$ cat config.mk
export PLATFORM = sky130hd
export DESIGN_NAME = pixel_link_tx_flat
export DESIGN_NICKNAME = d
export VERILOG_FILES = /design/src/rtl/pixel_link_pkg.sv /design/src/rtl/pixel_link_if.sv /design/src/rtl/pixel_link_fifo.sv /design/src/rtl/pixel_link_tx.sv /design/src/flat_wrapper.sv
export SDC_FILE = /design/constraint.sdc
export NUM_CORES = 1
export LEC_CHECK = 0
export ABC_CLOCK_PERIOD_IN_PS = 3850
export BUFFER_PORTS_ARGS = -buffer_cell sky130_fd_sc_hd__buf_2
export CORE_MARGIN = 4
export CORE_UTILIZATION = 45
export DETAILED_ROUTE_END_ITERATION = 6
export PLACE_DENSITY = 0.65
export SLEW_MARGIN = 20
export SYNTH_ARGS = -nofsm -noshare
export SYNTH_HDL_FRONTEND = slang
export SYNTH_SLANG_ARGS = --single-unit
$ cat constraint.sdc
create_clock -name clk -period 3.85 [get_ports clk]
set_clock_uncertainty 0.2 [all_clocks]
set_input_delay 0.5775 -clock clk [delete_from_list [all_inputs] [get_ports clk]]
set_output_delay 0.5775 -clock clk [all_outputs]
set_load 0.005 [all_outputs]
$ cat src/rtl/pixel_link_pkg.sv
`default_nettype none
// +----------------------------------------------------------------------+
// | Module      : pixel_link_pkg                                         |
// | Description : Shared beat/word types for the 11-bit pixel link.      |
// |               Imported by both the tx and the future rx side.        |
// | Revision    : 1.0 - initial release                                  |
// +----------------------------------------------------------------------+
package pixel_link_pkg;

  localparam int c_pixel_w = 16;
  // FIFO entry is {sof, pixel}
  localparam int c_fifo_w  = c_pixel_w + 1;

  typedef enum logic [1:0] {
    BEAT_IDLE = 2'b00,
    BEAT_SOF  = 2'b01,
    BEAT_HI   = 2'b10,
    BEAT_LO   = 2'b11
  } beat_t;

  typedef struct packed {
    beat_t      kind;
    logic       par;
    logic [7:0] data;
  } link_word_t;

  typedef enum logic [1:0] {
    TX_TRAIN = 2'd0,
    TX_IDLE  = 2'd1,
    TX_HI    = 2'd2,
    TX_LO    = 2'd3
  } tx_state_t;

  // Build a link word; parity makes the payload-plus-parity count odd.
  function automatic link_word_t make_word(input beat_t kind, input logic [7:0] data);
    link_word_t w;
    w.kind = kind;
    w.par  = ~^data;
    w.data = data;
    return w;
  endfunction

endpackage
`default_nettype wire

$ cat src/rtl/pixel_link_if.sv
`default_nettype none
// +----------------------------------------------------------------------+
// | Module      : pixel_link_if                                          |
// | Description : Pixel stream input and link output bundle of the tx.  |
// |               slave = transmitter, master = pixel source / board.    |
// | Revision    : 1.0 - initial release                                  |
// +----------------------------------------------------------------------+
interface pixel_link_if;
  logic        valid_in;
  logic [15:0] pixel_in;
  logic        sof_in;
  logic        ready_out;
  logic [10:0] link_data_out;
  logic        link_clk_out;
  logic        link_lock_out;

  modport master (
    output valid_in, pixel_in, sof_in,
    input  ready_out, link_data_out, link_clk_out, link_lock_out
  );

  modport slave (
    input  valid_in, pixel_in, sof_in,
    output ready_out, link_data_out, link_clk_out, link_lock_out
  );
endinterface
`default_nettype wire

$ cat src/rtl/pixel_link_fifo.sv
`default_nettype none
// +----------------------------------------------------------------------+
// | Module      : pixel_link_fifo                                        |
// | Description : Synchronous first-word-fall-through FIFO. Pointers     |
// |               carry one extra MSB to tell full from empty.           |
// | Revision    : 1.0 - initial release                                  |
// +----------------------------------------------------------------------+
module pixel_link_fifo #(
  parameter int WIDTH = 17,
  parameter int DEPTH = 16
) (
  input  wire logic             clk,
  input  wire logic             rst,
  input  wire logic             i_push,
  input  wire logic [WIDTH-1:0] i_wdata,
  input  wire logic             i_pop,
  output logic      [WIDTH-1:0] o_rdata,
  output logic                  o_empty,
  output logic                  o_full_next
);

  localparam int c_aw = $clog2(DEPTH);

  logic [WIDTH-1:0] mem_q [DEPTH];
  logic [c_aw:0]    wr_ptr_q, wr_ptr_d;
  logic [c_aw:0]    rd_ptr_q, rd_ptr_d;
  logic             w_full;
  logic             w_wr_en;
  logic             w_rd_en;

  // Flags and next pointers; pushes into a full FIFO and pops from an empty one are ignored.
  always_comb begin
    o_empty     = (wr_ptr_q == rd_ptr_q);
    w_full      = (wr_ptr_q[c_aw] != rd_ptr_q[c_aw]) &&
                  (wr_ptr_q[c_aw-1:0] == rd_ptr_q[c_aw-1:0]);
    w_wr_en     = i_push & ~w_full;
    w_rd_en     = i_pop & ~o_empty;
    wr_ptr_d    = wr_ptr_q + (c_aw+1)'(w_wr_en);
    rd_ptr_d    = rd_ptr_q + (c_aw+1)'(w_rd_en);
    o_full_next = (wr_ptr_d[c_aw] != rd_ptr_d[c_aw]) &&
                  (wr_ptr_d[c_aw-1:0] == rd_ptr_d[c_aw-1:0]);
    o_rdata     = mem_q[rd_ptr_q[c_aw-1:0]];
  end

  // Pointer registers; reset empties the FIFO.
  always_ff @(posedge clk) begin
    if (rst) begin
      wr_ptr_q <= '0;
      rd_ptr_q <= '0;
    end else begin
      wr_ptr_q <= wr_ptr_d;
      rd_ptr_q <= rd_ptr_d;
    end
  end

  // Storage array; contents are don't-care until written.
  always_ff @(posedge clk) begin
    if (w_wr_en) begin
      mem_q[wr_ptr_q[c_aw-1:0]] <= i_wdata;
    end
  end

endmodule
`default_nettype wire

$ cat src/rtl/pixel_link_tx.sv
`default_nettype none
// +----------------------------------------------------------------------+
// | Module      : pixel_link_tx                                          |
// | Description : Transmit side of the 11-bit pixel link. Buffers RGB565 |
// |               pixels and sends them as SOF/HI/LO beats with a        |
// |               forwarded clock and a lock line.                       |
// | Revision    : 1.0 - initial release                                  |
// +----------------------------------------------------------------------+
module pixel_link_tx
  import pixel_link_pkg::*;
#(
  parameter int         CLK_DIV     = 4,
  parameter int         FIFO_DEPTH  = 16,
  parameter int         TRAIN_BEATS = 32,
  parameter logic [7:0] SOF_PAYLOAD = 8'hA5
) (
  input wire logic    clk,
  input wire logic    rst,
  pixel_link_if.slave link
);

  localparam int                   c_div_w      = $clog2(CLK_DIV);
  localparam int                   c_half       = CLK_DIV / 2;
  localparam int                   c_train_w    = $clog2(TRAIN_BEATS + 1);
  localparam logic [c_div_w-1:0]   c_div_last   = c_div_w'(CLK_DIV - 1);
  localparam logic [c_train_w-1:0] c_train_last = c_train_w'(TRAIN_BEATS - 1);

  logic [c_div_w-1:0]   div_q, div_d;
  logic                 link_clk_q, link_clk_d;
  tx_state_t            state_q, state_d;
  logic [c_train_w-1:0] train_cnt_q, train_cnt_d;
  link_word_t           word_q, word_d;
  logic                 lock_q, lock_d;
  logic                 ready_q, ready_d;
  logic [15:0]          held_q, held_d;

  logic                 w_tick;
  logic                 w_push;
  logic                 w_pop;
  logic [c_fifo_w-1:0]  w_head;
  logic                 w_empty;
  logic                 w_full_next;

  // w_tick marks the last cycle of a beat: decisions taken here become
  // visible while the counter is 0, giving c_half cycles of setup before
  // the forwarded clock rises.
  assign w_tick = (div_q == c_div_last);
  assign w_push = link.valid_in & ready_q;

  pixel_link_fifo #(
    .WIDTH (c_fifo_w),
    .DEPTH (FIFO_DEPTH)
  ) u_fifo (
    .clk         (clk),
    .rst         (rst),
    .i_push      (w_push),
    .i_wdata     ({link.sof_in, link.pixel_in}),
    .i_pop       (w_pop),
    .o_rdata     (w_head),
    .o_empty     (w_empty),
    .o_full_next (w_full_next)
  );

  // Beat divider and forwarded clock; the clock flop tracks the next count so it is high for the upper half.
  always_comb begin
    div_d      = w_tick ? '0 : div_q + c_div_w'(1);
    link_clk_d = (int'(div_d) >= c_half);
    ready_d    = ~w_full_next;
  end

  // Transmit FSM: advances only at beat boundaries; HI/LO come from the held pixel so the FIFO is never needed mid-pixel.
  always_comb begin
    state_d     = state_q;
    train_cnt_d = train_cnt_q;
    word_d      = word_q;
    lock_d      = lock_q;
    held_d      = held_q;
    w_pop       = 1'b0;
    if (w_tick) begin
      case (state_q)
        TX_TRAIN: begin
          word_d = make_word(BEAT_IDLE, 8'h00);
          if (train_cnt_q == c_train_last) begin
            lock_d  = 1'b1;
            state_d = TX_IDLE;
          end else begin
            train_cnt_d = train_cnt_q + c_train_w'(1);
          end
        end
        TX_IDLE: begin
          if (w_empty) begin
            word_d = make_word(BEAT_IDLE, 8'h00);
          end else begin
            w_pop  = 1'b1;
            held_d = w_head[15:0];
            if (w_head[16]) begin
              word_d  = make_word(BEAT_SOF, SOF_PAYLOAD);
              state_d = TX_HI;
            end else begin
              word_d  = make_word(BEAT_HI, w_head[15:8]);
              state_d = TX_LO;
            end
          end
        end
        TX_HI: begin
          word_d  = make_word(BEAT_HI, held_q[15:8]);
          state_d = TX_LO;
        end
        TX_LO: begin
          word_d  = make_word(BEAT_LO, held_q[7:0]);
          state_d = TX_IDLE;
        end
        default: ;
      endcase
    end
  end

  // State and output registers; reset drops any partial pixel and restarts training.
  always_ff @(posedge clk) begin
    if (rst) begin
      div_q       <= '0;
      link_clk_q  <= 1'b0;
      state_q     <= TX_TRAIN;
      train_cnt_q <= '0;
      word_q      <= make_word(BEAT_IDLE, 8'h00);
      lock_q      <= 1'b0;
      ready_q     <= 1'b0;
      held_q      <= '0;
    end else begin
      div_q       <= div_d;
      link_clk_q  <= link_clk_d;
      state_q     <= state_d;
      train_cnt_q <= train_cnt_d;
      word_q      <= word_d;
      lock_q      <= lock_d;
      ready_q     <= ready_d;
      held_q      <= held_d;
    end
  end

  assign link.ready_out     = ready_q;
  assign link.link_data_out = word_q;
  assign link.link_clk_out  = link_clk_q;
  assign link.link_lock_out = lock_q;

endmodule
`default_nettype wire

$ cat src/flat_wrapper.sv
// flat-port wrapper written by rule: the top's interface ports become plain ports
module pixel_link_tx_flat import pixel_link_pkg::*;
#(
  parameter int         CLK_DIV     = 4,
  parameter int         FIFO_DEPTH  = 16,
  parameter int         TRAIN_BEATS = 32,
  parameter logic [7:0] SOF_PAYLOAD = 8'hA5
)
  (clk, rst, link_valid_in, link_pixel_in, link_sof_in, link_ready_out, link_link_data_out, link_link_clk_out, link_link_lock_out);
  pixel_link_if link_i ();
  input wire logic clk;
  input wire logic rst;
  input wire logic [$bits(link_i.valid_in)-1:0] link_valid_in;
  input wire logic [$bits(link_i.pixel_in)-1:0] link_pixel_in;
  input wire logic [$bits(link_i.sof_in)-1:0] link_sof_in;
  output wire logic [$bits(link_i.ready_out)-1:0] link_ready_out;
  output wire logic [$bits(link_i.link_data_out)-1:0] link_link_data_out;
  output wire logic [$bits(link_i.link_clk_out)-1:0] link_link_clk_out;
  output wire logic [$bits(link_i.link_lock_out)-1:0] link_link_lock_out;
  assign link_i.valid_in = link_valid_in;
  assign link_i.pixel_in = link_pixel_in;
  assign link_i.sof_in = link_sof_in;
  assign link_ready_out = link_i.ready_out;
  assign link_link_data_out = link_i.link_data_out;
  assign link_link_clk_out = link_i.link_clk_out;
  assign link_link_lock_out = link_i.link_lock_out;
  pixel_link_tx #(.CLK_DIV(CLK_DIV), .FIFO_DEPTH(FIFO_DEPTH), .TRAIN_BEATS(TRAIN_BEATS), .SOF_PAYLOAD(SOF_PAYLOAD)) u_core (.clk(clk), .rst(rst), .link(link_i));
endmodule
==> summary.txt <==
Run status
  – Status: complete, no violations

Synth
  – XOR/XNOR share of the synthesized area: approximately 2.8%
  – Largest family of logic cells by synthesized area: multiplexers
  – Net Count, Synth: 713
  – Register bit total from synthesis: about 320
  – Post-synthesis area per instance: about 19 um^2
  – Mapped Area: 0.0126 mm^2
  – Synth cell types: between 40 and 50
  – Synth Warn #: 0
  – Multiplexer area fraction after synthesis: between 10% and 20%
  – Synth Area in Adders: less than 1%
  – Synth Flop Type: edfxtp_1
  – Register area share after synthesis: 72.3%
  – Cells after synthesis: around 700
  – Compound-gate portion of the synthesized area: under 10%
  – EDFF count, synth: around 270
  – Synth Area in Simple Gates: under 10%
  – Asr flop ratio synth: 0%

Worst setup path
  – Crit path top cell by count: xor2_1
  – Crit path required time: around 4000 ps
  – Worst Path Buf+Inv: 1
  – CP delay by family, top: simple AND/OR/NAND/NOR gates
  – Crit. End Element: flip-flop
  – CP max-delay cell: dfxtp_1
  – CP max stage delay: 540 ps
  – WP data arrival: between 3000 and 4000 ps
  – Cell depth of the worst flop-to-flop path: 12
  – CP Launch Type: flip-flop
  – Cell Chain, Critical Path: xor2_1 -> nor4_1 -> and2b_1 -> nor2b_1 -> nand2_1 -> inv_2 -> ha_1 -> ha_1 -> nand2_1 -> xor2_1 -> xor2_1 -> a41oi_1
  – Crit path kind: flip-flop to flip-flop
  – Crit-path max FO: 17
  – R2R setup slack: just under 700 ps
  – R2R Path Start: u_core.u_fifo.wr_ptr_q[0]
  – Reg2reg end: u_core.link.ready_out

Layout
  – Layout area overhead: 13.7%
  – Area occupied by multi-input gates: ~0.0033 mm^2
  – Util after Layout: 51.8%
  – Layout cells sized above 1: between 20% and 30%
  – Commonest cells after routing, fill and taps aside: edfxtp_1, mux4_2, nand2_1, dfxtp_1, clkbuf_16
  – Sequential cell area: between 0.009 and 0.01 mm^2
  – Commonest non-fill, non-tap cell in the layout: edfxtp_1
  – Filler cells: between 2,000 and 2,500
  – N_diodes: 0
  – Final Net Count: about 770

Floorplan
  – Chip width: around 180 um
  – Die area: about 0.031 mm^2
  – IO Count: 34
  – Chip height: approximately 180 um
  – Initial core utilization: 45.5%
  – Area of the core: 0.0278 mm^2
  – Row count: between 60 and 70

Timing
  – Unrepaired setup endpoints after global routing: no
  – Slew @ Worst Pin: about 900 ps
  – Post-route setup TNS: 0 ps
  – Slew Viols, Final: 0
  – Fin. Hold Viols: 0
  – Fin crit share: between 80% and 90%
  – Slew margin rel.: 39.1%
  – Fmax achieved: ~320 MHz
  – Minimum clock period after layout: around 3200 ps
  – Setup Viol. Count Final: 0

Drt
  – DR iter-0 viols: 571
  – DRT antenna net count: 0
  – Vias: ~6,400
  – Wirelength per Cell: 22.7 um
  – Vias per std cell: approximately 5.6
  – Post-route DRC: 0
  – Routed wire length: approximately 26,000 um
  – First drt pass iteration count: 5

CTS
  – Setup Fix Bufs, Post-CTS: 0
  – Post-CTS resize count: 0
  – CTS max path bufs: 3
  – Clk Latency, worst-skew pair: between 500 and 600 ps
  – CTS tree: built
  – CTS Hold Buffers Added: 0
  – Clk root buf: clkbuf_16
  – Clk slew on worst S/H paths: 60 ps
  – H-Tree Depth: 2
  – CTS sink count: approximately 320
  – CTS buffer count: 34

Place
  – Dpl hpwl: 15,800 um
  – Port Buffer Count: 33
  – Final GP Congestion: 0.796

Power and ir drop
  – Leakage: ~4.6 nW
  – Maximum VDD drop: approximately 0.00027 V
  – Pwr dens: 479 mW/mm^2

Min path
  – Hold crit path type: primary input to flip-flop
  – Min-delay src: link_pixel_in[13]
  – Hold Crit Depth: 1
  – Worst Hold Path EP: u_core.u_fifo.mem_q[1][13]

Global route
  – Vias in the first global route: 6,721
  – Total grt overflow: 0
  – Antenna violations before repair: 0
  – Total GRT Usage: 17.1%
  – First-pass GRT wire length: between 30,000 and 40,000 um
  – Pin count of the biggest net entering global routing: 70

Job
  – Maximum capacitance violations: 0
## flip-flops by register name, indices dropped and copies added, names as in the netlist, 2 cells and up
| name | cells |
|---|---|
| u_core.u_fifo.rd_ptr_q | 5 |
| u_core.u_fifo.mem_q | 272 |
| u_core.link.link_data_out | 11 |
| u_core.held_q | 16 |
| u_core.u_fifo.wr_ptr_q | 5 |
| u_core.train_cnt_q | 6 |
| u_core.state_q | 2 |
## worst max-delay path by stage
stage / cells past startpoint / slack [ps] / end / startpoint
3_5_place_dp: 12 / 730 / u_core.link.ready_out / u_core.u_fifo.wr_ptr_q[0]
6_report: 12 / 680 / u_core.link.ready_out / u_core.u_fifo.wr_ptr_q[0]
3_3_place_gp: 8 / 760 / u_core.link.link_data_out[0] / u_core.u_fifo.rd_ptr_q[1]
4_1_cts: 12 / 710 / u_core.link.ready_out / u_core.u_fifo.wr_ptr_q[0]
5_1_grt: 12 / 430 / u_core.link.ready_out / u_core.u_fifo.wr_ptr_q[0]
2_1_floorplan: 7 / 700 / u_core.u_fifo.mem_q[4][0] / u_core.u_fifo.wr_ptr_q[1]
## logic make-up after synthesis
family / after synthesis
buf+inv: 44
fa+ha+maj: 10
flops: 321
compound gates: 66
mux: 78
simple gates: 123
xor+xnor: 41
## final cells by class
| type | instances | share of cell area (%) |
|---|---|---|
| clock buffer | 45 | 6.42 |
| multi-input combinational | 318 | 23.0 |
| tap | 378 | 3.29 |
| timing repair buffer | 59 | 2.85 |
| sequential | 321 | 63.7 |
| inverter | 8 | 0.209 |
| clock inverter | 12 | 0.548 |
## cell usage after synthesis, types with 9 or more instances
cell type  count  share of area (%)
xor2_1        16                1.1
clkbuf_1      17               0.50
nor2b_1        9               0.45
nor2_1        31               0.92
ha_1          10               0.99
nand2_1       54                1.6
a22oi_1       21                1.2
mux4_2        70                 12
dfxtp_1       49                7.8
edfxtp_1     272                 65
a21oi_1       18               0.71
a22o_1        10               0.69
xnor2_1       25                1.7
## where the power goes
group / internal (mW) / leakage [nW] / switching (mW)
clock: 1.69 / 0.489 / 1.25
combinational: 0.0469 / 1.28 / 0.0982
sequential: 3.79 / 2.85 / 0.00918
total: 5.52 / 4.62 / 1.36
## worst reg2reg max path: cells and delay by family (launching register included)
| family | cells | cell delay [ps] |
|---|---|---|
| AO/OA/AOI/OAI | 1 | 130 |
| XOR/XNOR | 3 | 610 |
| adder cells (fa/ha/maj) | 2 | 420 |
| buffers and inverters | 1 | 240 |
| flip-flops | 1 | 540 |
| AND/OR/NAND/NOR | 5 | 870 |
## routing by layer
metal	global-route usage, %	vias to the layer above	share of wire [%]
met1	21.9	3307	39
met3	2.97	34	6.1
met5	0	-	0
li1	-	2827	-
met2	30.5	217	53
met4	4.61	0	1.9
## per-stage QoR
step | hold slack [ps] | setup WS [ps] | std cells | power (mW) | area (um^2)
4_1_cts | 211 | 705 | 1141 | 6.95 | 14400
2_1_floorplan | 202 | 701 | 683 | 3.94 | 12600
6_report | 231 | 683 | 1141 | 6.88 | 14400
3_5_place_dp | 233 | 727 | 1084 | 4.02 | 13400
5_1_grt | 238 | 431 | 1141 | 7.11 | 14400
3_3_place_gp | 211 | 764 | 1084 | 4.01 | 13400
(Power assumes the default switching activity.)
